**src/rtl/seg_scan_ctrl.sv**
```systemverilog
// seg_scan_ctrl: time-multiplexed scan controller for a shared BCD decoder.
// Build option: SEG_SCAN_LZ_SUPPRESS_EN enables leading-zero suppression.
module seg_scan_ctrl #(
   parameter int NUM_DIGITS   = 4,
   parameter int REFRESH_DIV  = 1000,
   parameter int BLANK_CYCLES = 8
) (
   input  logic                    clk,
   input  logic                    rst_n,
   input  logic [4*NUM_DIGITS-1:0] digits_in,
   input  logic                    load,
   input  logic [NUM_DIGITS-1:0]   digit_en,
   output logic [3:0]              bcd_out,
   output logic [NUM_DIGITS-1:0]   digit_sel_n,
   output logic                    frame_done
);

   localparam int CW = $clog2(REFRESH_DIV);
   localparam int IW = (NUM_DIGITS > 1) ? $clog2(NUM_DIGITS) : 1;
   localparam int DW = 4 * NUM_DIGITS;

   localparam logic [CW-1:0] CNT_LAST   = CW'(REFRESH_DIV - 1);
   localparam logic [CW-1:0] BLANK_LAST = CW'(BLANK_CYCLES - 1);
   localparam logic [IW-1:0] IDX_LAST   = IW'(NUM_DIGITS - 1);

   typedef enum logic {
      S_BLANK = 1'b0,
      S_SHOW  = 1'b1
   } state_t;

   state_t              state_q, state_d;
   logic [CW-1:0]       cnt_q, cnt_d;
   logic [IW-1:0]       idx_q, idx_d;
   logic [DW-1:0]       active_q, active_d;
   logic [DW-1:0]       pend_q, pend_d;
   logic                pv_q, pv_d;
   logic [3:0]          bcd_q, bcd_d;
   logic [NUM_DIGITS-1:0] sel_q, sel_d;
   logic                fd_q, fd_d;
   logic [NUM_DIGITS-1:0] supp;
   logic                slot_end;
   logic                frame_end;

   assign slot_end  = (cnt_q == CNT_LAST);
   assign frame_end = slot_end && (idx_q == IDX_LAST);

   // Slot FSM: blanking gap at the start of each slot, then show.
   always_comb begin
      state_d = state_q;
      unique case (state_q)
         S_BLANK: if (cnt_q == BLANK_LAST) state_d = S_SHOW;
         S_SHOW:  if (slot_end) state_d = S_BLANK;
         default: state_d = S_BLANK;
      endcase
   end

   // Slot counter and digit index advance.
   always_comb begin
      cnt_d = slot_end ? '0 : cnt_q + 1'b1;
      idx_d = idx_q;
      if (slot_end) begin
         idx_d = (idx_q == IDX_LAST) ? '0 : idx_q + 1'b1;
      end
   end

   // Double buffer: loads land in pending, swap into active only at frame end.
   always_comb begin
      active_d = active_q;
      pend_d   = pend_q;
      pv_d     = pv_q;
      if (frame_end) begin
         if (load) begin
            active_d = digits_in;
            pv_d     = 1'b0;
         end else if (pv_q) begin
            active_d = pend_q;
            pv_d     = 1'b0;
         end
      end else if (load) begin
         pend_d = digits_in;
         pv_d   = 1'b1;
      end
   end

`ifdef SEG_SCAN_LZ_SUPPRESS_EN
   logic lead;

   // Dark every zero above the first nonzero digit; digit 0 always shows.
   always_comb begin
      supp = '0;
      lead = 1'b1;
      for (int i = NUM_DIGITS - 1; i >= 1; i--) begin
         if (lead && (active_d[4*i +: 4] == 4'd0)) begin
            supp[i] = 1'b1;
         end else begin
            lead = 1'b0;
         end
      end
   end
`else
   // No suppression: every enabled digit lights.
   always_comb begin
      supp = '0;
   end
`endif

   // Next values of the registered outputs, aligned with the next slot state.
   always_comb begin
      bcd_d = 4'd0;
      sel_d = '1;
      for (int i = 0; i < NUM_DIGITS; i++) begin
         if (idx_d == IW'(i)) begin
            bcd_d = active_d[4*i +: 4];
            if ((state_d == S_SHOW) && digit_en[i] && !supp[i]) begin
               sel_d[i] = 1'b0;
            end
         end
      end
      fd_d = (cnt_d == CNT_LAST) && (idx_d == IDX_LAST);
   end

   // Slot FSM state register.
   always_ff @(posedge clk or negedge rst_n) begin
      if (!rst_n) begin
         state_q <= S_BLANK;
      end else begin
         state_q <= state_d;
      end
   end

   // Counters, buffers and registered outputs.
   always_ff @(posedge clk or negedge rst_n) begin
      if (!rst_n) begin
         cnt_q    <= '0;
         idx_q    <= '0;
         active_q <= '0;
         pend_q   <= '0;
         pv_q     <= 1'b0;
         bcd_q    <= 4'd0;
         sel_q    <= '1;
         fd_q     <= 1'b0;
      end else begin
         cnt_q    <= cnt_d;
         idx_q    <= idx_d;
         active_q <= active_d;
         pend_q   <= pend_d;
         pv_q     <= pv_d;
         bcd_q    <= bcd_d;
         sel_q    <= sel_d;
         fd_q     <= fd_d;
      end
   end

   assign bcd_out     = bcd_q;
   assign digit_sel_n = sel_q;
   assign frame_done  = fd_q;

endmodule

```
**config.mk**
```make
export PLATFORM = sky130hd
export DESIGN_NAME = seg_scan_ctrl
export DESIGN_NICKNAME = d
export VERILOG_FILES = /design/src/rtl/seg_scan_ctrl.sv
export SDC_FILE = /design/constraint.sdc
export NUM_CORES = 1
export LEC_CHECK = 0
export BUFFER_PORTS_ARGS = -buffer_cell sky130_fd_sc_hd__clkbuf_2
export CAP_MARGIN = 20
export CORE_MARGIN = 5
export CORE_UTILIZATION = 52
export CTS_CLUSTER_SIZE = 20
export DETAILED_ROUTE_END_ITERATION = 10
export GPL_ROUTABILITY_DRIVEN = 0
export PLACE_DENSITY = 0.79
export SLEW_MARGIN = 10
export SYNTH_ARGS = -nofsm -noshare
export SYNTH_HDL_FRONTEND = slang
export SYNTH_SLANG_ARGS = --single-unit
```
**constraint.sdc**
```tcl
create_clock -name clk -period 1.9 [get_ports clk]
set_input_delay 0.475 -clock clk [delete_from_list [all_inputs] [get_ports clk]]
set_output_delay 0.475 -clock clk [all_outputs]
set_load 0.02 [all_outputs]
```
==> reports/qor.json, run 1 <==
{
  "outcome": {
    "run_status": "complete, no violations"
  },
  "worst_setup_path": {
    "path_cells": "buf_4 -> nand2_1 -> or4_1 -> a21oi_2 -> nand3_1 -> nor3_1",
    "critical_path_class": "reg2reg",
    "worst_setup_path_start_kind": "register",
    "worstPathMaxFanout": 7,
    "max_stage_delay_ns": 0.52,
    "worstSetupEndpointType": "register",
    "required_ns": 2.11,
    "critical-path-slowest-cell": "sky130_fd_sc_hd__or4_1",
    "critical_path_arrival_ns": 2.06
  },
  "grt": {
    "wire_length_of_the_first_global_routing_pass_mm": 9.059,
    "first_global_vias": 1919,
    "global_route.usage.total": 0.1828,
    "largest_net_degree_at_the_start_of_global_routing": 56,
    "antenna_violations_before_repair": 0,
    "overflow": 0
  },
  "clocking": {
    "insertion_delay_ns": 0.32,
    "clk_pin_slew_ns": 0.09,
    "numCtsBuffers": 5,
    "tritoncts": "built",
    "cts_htree_levels": 2,
    "cts_sinks": 55,
    "cts_buffer_depth": 2,
    "cts_root_buffer": "sky130_fd_sc_hd__clkbuf_8"
  },
  "layout": {
    "fin_cells": 323,
    "n_antenna_cell": 0,
    "drive_gt1_frac": 0.3789,
    "non_filler_cell_area_final_um2": 3074,
    "number_of_fill_cells": 394,
    "area_delta_synth_final_pct": 19.16,
    "layout_nets": 281
  },
  "die": {
    "start_util": 0.5426,
    "core_um2": 4755,
    "area_of_the_die_um2": 6470,
    "floorplan.rows": 25,
    "die_boundary_height_um": 80.44,
    "die_w_um": 80.44,
    "io_count": 32
  },
  "yosys": {
    "synth_most_common_cell": "sky130_fd_sc_hd__dfrtp_1",
    "synth.distinct_cells": 47,
    "post_synth_most_frequent_cells": "sky130_fd_sc_hd__dfrtp_1 (51), sky130_fd_sc_hd__mux2i_1 (15), sky130_fd_sc_hd__mux2_4 (10), sky130_fd_sc_hd__nor2_1 (10)",
    "yosysTopAreaCellShare": 0.4947,
    "async_reset_ff_frac": 1.000,
    "postSynthAreaPerCell_um2": 12.52,
    "synthesis.nets": 232,
    "synth.yosys.seq_area_share": 0.5354,
    "synth_area_um2": 2580,
    "synthesis.instances": 206,
    "yosys_most_used_dff": "sky130_fd_sc_hd__dfrtp_1",
    "number_of_enable_type_register_cells_in_the_synthesized_netlist": 0,
    "post-synth-top-area-cell": "sky130_fd_sc_hd__dfrtp_1",
    "yosys-top-cells-area": "sky130_fd_sc_hd__dfrtp_1 (49%), sky130_fd_sc_hd__mux2_4 (5.8%), sky130_fd_sc_hd__mux2i_1 (5.8%), sky130_fd_sc_hd__dfstp_2 (4.1%), sky130_fd_sc_hd__a2bb2oi_1 (2.7%)",
    "synth_seq_cells": 55,
    "synth-warning-count": 0
  },
  "detailed_routing": {
    "drc_errors": 0,
    "drt_iter0_markers": 82,
    "detail_route.first_pass.iterations": 4,
    "route.antenna.remaining_nets": 0,
    "routedWlPerCell_um": 16.84,
    "via_count": 1797,
    "wl_mm": 5.438,
    "via_per_inst": 5.563
  },
  "timing": {
    "max_freq_mhz": 538.9,
    "final-max-slew-violation-count": 0,
    "tightest_slew_ns": 0.3420,
    "grt_setup_unrepaired": "true",
    "layout_min_cycle_time_ns": 1.856,
    "setup_viol_count_final": 0,
    "layout_worst_path_cycle_share": 0.9767,
    "slew_headroom": 0.7705,
    "postLayoutSetupSlackWorst_ns": 0.04435,
    "report.final.hold_viol_count": 0,
    "fin_worst_skew_ns": 0.003923
  },
  "placed_design": {
    "port-buffer-count": 31,
    "hpwl_mm": 3.777,
    "post_dp_cell_area_um2": 2889,
    "cell_count_post_placement": 309,
    "dp_worst_setup_slack_ns": -0.02361
  },
  "power": {
    "power_density_nw_per_um2": 694.0,
    "irDropWorstVdd_mv": 0.4670,
    "leakage_nw": 1.446,
    "finalPower_mw": 2.134
  },
  "min_path": {
    "class_of_the_worst_hold_path": "in2async"
  },
  "flow_run": {
    "timing.max_cap.violations": 0
  }
}
## state kept, by name, summed over array words and instances, names as in the netlist
signal,cells
active_q,16
pend_q,16
cnt_q,10
bcd_out,4
digit_sel_n,4
idx_q,2
frame_done,1
pv_q,1
state_q,1
## worst paths after layout
check,startpoint,end,slack (ns),cells after the start
worst max-delay path,cnt_q[5],frame_done,0.04,6
worst min-delay path,rst_n,active_q[7],0.13,2
worst max register to register,cnt_q[5],frame_done,0.04,6
worst min register to register,active_q[8],active_q[8],0.51,1
max in group asynchronous,rst_n,digit_sel_n[3],1.46,2
min in group clk,digit_en[3],digit_sel_n[3],0.29,2
## metrics by stage
step	setup TNS, ns	hold WS (ns)	utilization
after floorplan	0	0.1794	-
after global placement	0	0.4920	0.6076
after detailed placement	-0.03954	0.4902	0.6076
after CTS	0	0.1494	0.6289
after global routing	-0.08497	0.1728	0.6466
final	0	0.1299	0.6466
## where the power goes
part	switching [mW]	leakage (nW)	internal (mW)	total (mW)
registers	0.0227	0.687	1.21	1.24
logic	0.0878	0.708	0.0983	0.186
clock network	0.379	0.0515	0.334	0.712
total	0.489	1.45	1.64	2.13
## layout make-up
cell class / instances / area [um^2] / area share
repair buffers: 53 / 349.1 / 0.1136
clock buffers: 8 / 100.1 / 0.03256
inverters: 7 / 26.28 / 0.008547
multi-input cells: 133 / 1132 / 0.3683
well taps: 67 / 83.83 / 0.02727
flip-flops and latches: 55 / 1383 / 0.4497
## layout by cell type, fill, tap and decap left out, drive strengths merged, types with 4 or more instances in the layout
master	n
dfstp	4
buf	22
a22oi	5
nand2	8
o22ai	8
nand3	7
a2bb2oi	8
o21ai	7
nand4	7
clkbuf	39
nor2	11
mux2i	15
dfrtp	51
inv	6
mux2	18
and4	4
o2bb2ai	5
## per-layer routing
metal	track usage	routed length [um]
met5	0	0
met1	0.2286	2364
met4	0.06926	108
met2	0.3096	2724
met3	0.03812	241
## logic make-up (layout without fill, tap and decap cells)
| logic type | Yosys count | count (layout) | share of synthesized area |
|---|---|---|---|
| AOI/OAI and AO/OA | 43 | 43 | 0.1232 |
| xor gates and xnor gates | 5 | 5 | 0.01698 |
| adders and majority gates | 3 | 3 | 0.01455 |
| buffers and inverters | 18 | 68 | 0.04171 |
| DFF | 55 | 55 | 0.5354 |
| muxes | 33 | 33 | 0.1513 |
| and+or+nand+nor | 49 | 49 | 0.1169 |
## worst max-delay path, delay by kind of cell, from the launching register on
kind                   cells  cell delay [ns]
and+or+nand+nor            4             0.97
AOI/OAI and AO/OA          1             0.18
buffers and inverters      1             0.14
DFF                        1             0.44
## repair_timing
item / 4_1_cts / 5_1_grt
gates resized for setup: 1 / 13
hold buffers: 0 / 0
endpoints found under the setup margin: 2 / 13
endpoints found under the hold margin: 0 / 0
setup buffers: 0 / 6
pin swaps: 0 / 3
Power figures use the tool's default switching activity.
==> run 2, diff against run 1 <==
--- a/config.mk
+++ b/config.mk
@@ -12,6 +12,8 @@
 export CTS_CLUSTER_SIZE = 20
 export DETAILED_ROUTE_END_ITERATION = 10
 export GPL_ROUTABILITY_DRIVEN = 0
+export GPL_TIMING_DRIVEN = 0
+export MAX_ROUTING_LAYER = met4
 export PLACE_DENSITY = 0.79
 export SLEW_MARGIN = 10
 export SYNTH_ARGS = -nofsm -noshare
==> reports/qor.json, run 2 (synthesized netlist as in run 1, its figures left out) <==
{
  "clocking": {
    "cts_htree_levels": 2,
    "cts_hold_buffers": 0,
    "numCtsBuffers": 5,
    "clk_pin_slew_ns": 0.11,
    "cts_sinks": 55,
    "tritoncts": "built",
    "cts_buffer_depth": 2,
    "insertion_delay_ns": 0.32,
    "cts_root_buffer": "sky130_fd_sc_hd__clkbuf_8"
  },
  "timing": {
    "report.final.hold_viol_count": 0,
    "max_freq_mhz": 539.6,
    "layout_min_cycle_time_ns": 1.853,
    "slew_headroom": 0.5143,
    "grt_setup_unrepaired": "true",
    "tightest_slew_ns": 0.7285,
    "layout_worst_path_cycle_share": 0.9755,
    "fin_worst_skew_ns": 0.01896,
    "setup_viol_count_final": 0,
    "postLayoutSetupSlackWorst_ns": 0.04661,
    "final-max-slew-violation-count": 0
  },
  "die": {
    "core_um2": 4755,
    "start_util": 0.5426,
    "io_count": 32,
    "die_w_um": 80.44,
    "floorplan.rows": 25,
    "area_of_the_die_um2": 6470,
    "die_boundary_height_um": 80.44
  },
  "layout": {
    "layout_nets": 279,
    "finalCoreUtilization": 0.6511,
    "mostFrequentLayoutCell": "sky130_fd_sc_hd__dfrtp_1",
    "drive_gt1_frac": 0.3661,
    "area_delta_synth_final_pct": 19.98,
    "top_regs": "active_q x16, pend_q x16, cnt_q x10",
    "n_antenna_cell": 0,
    "non_filler_cell_area_final_um2": 3095,
    "final_cell_mix": "sky130_fd_sc_hd__dfrtp_1 (49), sky130_fd_sc_hd__clkbuf_2 (30), sky130_fd_sc_hd__mux2i_1 (14), sky130_fd_sc_hd__mux2_4 (12), sky130_fd_sc_hd__nor2_1 (10)"
  },
  "detailed_routing": {
    "routedWlPerCell_um": 16.66,
    "wl_mm": 5.349,
    "met2_length_mm": 2.769,
    "via_per_inst": 5.523,
    "drc_errors": 0,
    "route.antenna.remaining_nets": 0,
    "drt_iter0_markers": 124,
    "top_sig_layer": "met4",
    "via_count": 1773,
    "routedLengthMet1_mm": 2.310,
    "met3RoutedLength_um": 193,
    "detail_route.first_pass.iterations": 4
  },
  "worst_setup_path": {
    "critical_path_class": "reg2reg",
    "worst-path-buf-inv": 1,
    "worst-r2r-cell-count": 7,
    "worstSetupEndpointType": "register",
    "timing.critical_path.max_delay_family": "multiplexers",
    "critical-path-slowest-cell": "sky130_fd_sc_hd__dfrtp_1",
    "required_ns": 2.10,
    "worst_setup_path_start_kind": "register",
    "path_common_cell": "sky130_fd_sc_hd__mux2i_1",
    "max_stage_delay_ns": 0.41,
    "path_cells": "ha_4 -> and4bb_4 -> and4_1 -> buf_6 -> mux2_4 -> mux2i_1 -> mux2i_1",
    "worstPathMaxFanout": 4,
    "r2r_end": "bcd_out[3]",
    "critical_path.endpoint": "bcd_out[3]",
    "worstSetupPathDepth": 7,
    "worst_setup_slack_for_register_to_register_paths_ns": 0.05,
    "timing.critical_path.from": "cnt_q[1]",
    "critical_path_arrival_ns": 2.06,
    "launch_point_of_the_worst_reg_to_reg_path": "cnt_q[1]"
  },
  "power": {
    "power_density_nw_per_um2": 715.1,
    "leakage_nw": 1.438,
    "irDropWorstVdd_mv": 0.4110
  },
  "grt": {
    "overflow": 0,
    "global_route.usage.total": 0.1829,
    "wire_length_of_the_first_global_routing_pass_mm": 8.818,
    "largest_net_degree_at_the_start_of_global_routing": 56,
    "first_global_vias": 1862,
    "antenna_violations_before_repair": 0
  },
  "outcome": {
    "run_status": "complete, no violations"
  },
  "placed_design": {
    "hpwl_mm": 3.626,
    "post_dp_cell_area_um2": 2835,
    "port-buffer-count": 31,
    "dp_worst_setup_slack_ns": -0.2994
  },
  "flow_run": {
    "timing.max_cap.violations": 0
  },
  "min_path": {
    "class_of_the_worst_hold_path": "in2async"
  }
}
==> run 2: per-stage QoR <==
step	setup TNS (ns)	hold WS, ns	power (mW)	cells
after floorplan	0	0.1794	1.353	206
after global placement	-3.001	0.4899	1.425	304
after detailed placement	-3.391	0.4947	1.433	304
after CTS	0	0.2652	2.222	318
after global routing	-0.1341	0.2860	2.303	321
final	0	0.2309	2.213	321
==> run 2: timing repair <==
item                       CTS  global route
setup endpoints to repair   25            20
setup buffers                6             4
gates resized for setup      4            10
pin swaps                    3             3
==> run 2: report_power, final <==
group	switching (mW)	internal, mW	total (mW)	leakage [nW]
Clock	0.399	0.397	0.796	0.0548
Sequential	0.0215	1.21	1.23	0.685
Combinational	0.0891	0.0944	0.184	0.698
==> run 2: worst min-delay path by stage <==
stage               slack [ns]   startpoint  depth (start not counted)           end
detailed placement        0.49  active_q[4]                          1   active_q[4]
floorplan                 0.18        rst_n                          0   active_q[0]
global placement          0.49    pend_q[2]                          1     pend_q[2]
finish                    0.23        rst_n                          1    pend_q[11]
CTS                       0.27        rst_n                          1  active_q[11]
global route              0.29        rst_n                          1    pend_q[11]
==> run 2: cell type report <==
type                       count  area, um^2
fill                         401        1659
sequential                    55        1384
timing repair buffer          41       245.2
clock inverter                 3       46.29
inverter                       7       26.28
clock buffer                   5       68.82
tap                           67       83.83
multi-input combinational    133        1156
buffer                        10       85.08
==> run 2: per-layer routing <==
layer | global-route usage | vias up
met5 | - | -
met4 | 0.06081 | 0
met3 | 0.03924 | 6
met2 | 0.2988 | 30
met1 | 0.2269 | 877
li1 | - | 860
==> run 3, diff against run 2 <==
==> config.mk (replaced) <==
export PLATFORM = sky130hd
export DESIGN_NAME = seg_scan_ctrl
export DESIGN_NICKNAME = d
export VERILOG_FILES = /design/src/rtl/seg_scan_ctrl.sv
export SDC_FILE = /design/constraint.sdc
export NUM_CORES = 1
export LEC_CHECK = 0
export CAP_MARGIN = 20
export CORE_MARGIN = 5
export CORE_UTILIZATION = 55
export CTS_CLUSTER_SIZE = 20
export DETAILED_ROUTE_END_ITERATION = 10
export DONT_BUFFER_PORTS = 1
export GPL_ROUTABILITY_DRIVEN = 0
export GPL_TIMING_DRIVEN = 0
export MAX_ROUTING_LAYER = met4
export PLACE_DENSITY = 0.76
export SLEW_MARGIN = 10
export SYNTH_ARGS = -nofsm -noshare
export SYNTH_HDL_FRONTEND = slang
export SYNTH_SLANG_ARGS = --single-unit
==> reports/qor.json, run 3 (synthesized netlist as in run 1, its figures left out) <==
{
  "outcome": {
    "run_status": "finished with violations",
    "violations": "negative hold slack"
  },
  "power": {
    "sw_frac_of_total": 0.2217,
    "irDropWorstVdd_mv": 0.3461,
    "finalPower_mw": 2.092,
    "power.combinational.fraction": 0.074,
    "p_clk_frac": 0.335,
    "pwr-share-seq": 0.591,
    "switching_power_mw": 0.4637,
    "leakage_nw": 1.331,
    "p_int_mw": 1.628,
    "power_density_nw_per_um2": 704.2
  },
  "detailed_routing": {
    "detail_route.first_pass.iterations": 4,
    "drt_iter0_markers": 123,
    "drc_errors": 0,
    "via_per_inst": 6.007,
    "routedWlPerCell_um": 18.18,
    "route.antenna.remaining_nets": 0,
    "wl_mm": 5.071,
    "via_count": 1676
  },
  "grt": {
    "wire_length_of_the_first_global_routing_pass_mm": 8.390,
    "global_route.usage.total": 0.1826,
    "largest_net_degree_at_the_start_of_global_routing": 52,
    "first_global_vias": 1739,
    "overflow": 0,
    "antenna_violations_before_repair": 0
  },
  "layout": {
    "non_filler_cell_area_final_um2": 2970,
    "n_antenna_cell": 0,
    "mostFrequentLayoutCell": "sky130_fd_sc_hd__dfrtp_1",
    "final_cell_mix": "sky130_fd_sc_hd__dfrtp_1 (49), sky130_fd_sc_hd__mux2i_1 (13), sky130_fd_sc_hd__mux2_4 (12), sky130_fd_sc_hd__nor2_1 (10)",
    "drive_gt1_frac": 0.2933,
    "area_delta_synth_final_pct": 15.13,
    "layout_nets": 250,
    "top_regs": "active_q x16, pend_q x16, cnt_q x10"
  },
  "timing": {
    "final-max-slew-violation-count": 0,
    "timing.hold.ws_ns": -0.006790,
    "report.final.hold_viol_count": 3,
    "postLayoutSetupSlackWorst_ns": 0.02244,
    "layout_min_cycle_time_ns": 1.878,
    "slew_headroom": 0.7396,
    "fin_setup_tns_ns": 0,
    "fin_worst_skew_ns": 0.005651,
    "layout_worst_path_cycle_share": 0.9882,
    "tightest_slew_ns": 0.3906,
    "max_freq_mhz": 532.6,
    "setup_viol_count_final": 0,
    "grt_setup_unrepaired": "true"
  },
  "worst_setup_path": {
    "worst_setup_path_start_kind": "register",
    "critical-path-slowest-cell": "sky130_fd_sc_hd__dfrtp_1",
    "timing.critical_path.max_delay_family": "multiplexers",
    "worstSetupEndpointType": "register",
    "critical_path_class": "reg2reg",
    "critical_path_arrival_ns": 2.06,
    "required_ns": 2.08,
    "worstPathMaxFanout": 4,
    "worst-path-buf-inv": 1,
    "path_cells": "ha_4 -> and4bb_4 -> and4_1 -> buf_6 -> mux2_4 -> mux2i_2 -> mux2i_1",
    "max_stage_delay_ns": 0.40
  },
  "clocking": {
    "insertion_delay_ns": 0.31,
    "cts_htree_levels": 2,
    "cts_buffer_depth": 2,
    "tritoncts": "built",
    "cts_root_buffer": "sky130_fd_sc_hd__clkbuf_8",
    "numCtsBuffers": 5,
    "cts_sinks": 55,
    "clk_pin_slew_ns": 0.09
  },
  "flow_run": {
    "timing.max_cap.violations": 0
  },
  "min_path": {
    "class_of_the_worst_hold_path": "in2async"
  },
  "die": {
    "start_util": 0.5573,
    "io_count": 32,
    "floorplan.rows": 25,
    "die_boundary_height_um": 78.49,
    "die_w_um": 78.49,
    "area_of_the_die_um2": 6161,
    "core_um2": 4629
  },
  "placed_design": {
    "post_dp_cell_area_um2": 2661,
    "dp_worst_setup_slack_ns": -0.3424,
    "port-buffer-count": 0,
    "hpwl_mm": 3.422
  }
}
run 3: changes by cell type in the layout (fill, tap and decap cells not counted), moves of 2 or more:
cell / change
sky130_fd_sc_hd__clkbuf_2: -30
sky130_fd_sc_hd__a2bb2oi_1: -4
sky130_fd_sc_hd__o2bb2ai_1: +3
sky130_fd_sc_hd__clkbuf_8: +2
sky130_fd_sc_hd__a2bb2oi_2: +4
sky130_fd_sc_hd__o2bb2ai_2: -3
sky130_fd_sc_hd__buf_2: -2
run 3: through the flow:
step             util  std cells
2_1_floorplan       -        206
3_3_place_gp   0.5749        260
3_5_place_dp   0.5749        260
4_1_cts        0.6276        278
5_1_grt        0.6416        279
6_report       0.6416        279
run 3: cell type report:
cell class	count	area, um^2
inverter	7	26.28
clock buffer	8	100.1
multi-input combinational	133	1174
buffer	10	90.09
fill	363	1659
sequential	55	1384
tap	54	67.56
timing repair buffer	12	128.9
run 3: worst paths after layout:
kind	start	slack, ns	cells past startpoint	end
max reg2reg	cnt_q[1]	0.02	7	bcd_out[1]
min reg2reg	active_q[2]	0.50	1	active_q[2]
max	cnt_q[1]	0.02	7	bcd_out[1]
max in group asynchronous	rst_n	1.11	1	digit_sel_n[2]
min in group clk	digit_en[3]	0.21	1	digit_sel_n[3]
min	rst_n	-0.007	1	pend_q[6]
run 3: metal layers:
| layer | track usage | vias up | routed length (um) |
|---|---|---|---|
| li1 | - | 801 | - |
| met1 | 0.2137 | 825 | 2176 |
| met2 | 0.2920 | 40 | 2500 |
| met3 | 0.05963 | 10 | 297 |
| met4 | 0.07343 | 0 | 97 |
| met5 | - | - | 0 |
run 3: what timing repair did:
item                                   in CTS  in global routing
resized for setup                           5                 15
hold buffers                                2                  0
setup buffers                               8                  2
pin swaps                                   3                  3
setup endpoints to repair                  20                 19
endpoints found under the hold margin      51                  0
run 3: power groups by stage:
stage | registers [mW] | clock network [mW] | logic (mW)
after floorplan | 1.25 | 0 | 0.100
after global placement | 1.26 | 0 | 0.115
after detailed placement | 1.26 | 0 | 0.118
after CTS | 1.24 | 0.710 | 0.155
after global routing | 1.24 | 0.765 | 0.173
final | 1.24 | 0.700 | 0.155
run 3: worst register-to-register path, cell delays in order, from the launching register on:
cell                       delay (ns)
sky130_fd_sc_hd__dfrtp_1         0.40
sky130_fd_sc_hd__ha_4            0.18
sky130_fd_sc_hd__and4bb_4        0.26
sky130_fd_sc_hd__and4_1          0.19
sky130_fd_sc_hd__buf_6           0.13
sky130_fd_sc_hd__mux2_4          0.31
sky130_fd_sc_hd__mux2i_2         0.15
sky130_fd_sc_hd__mux2i_1         0.12
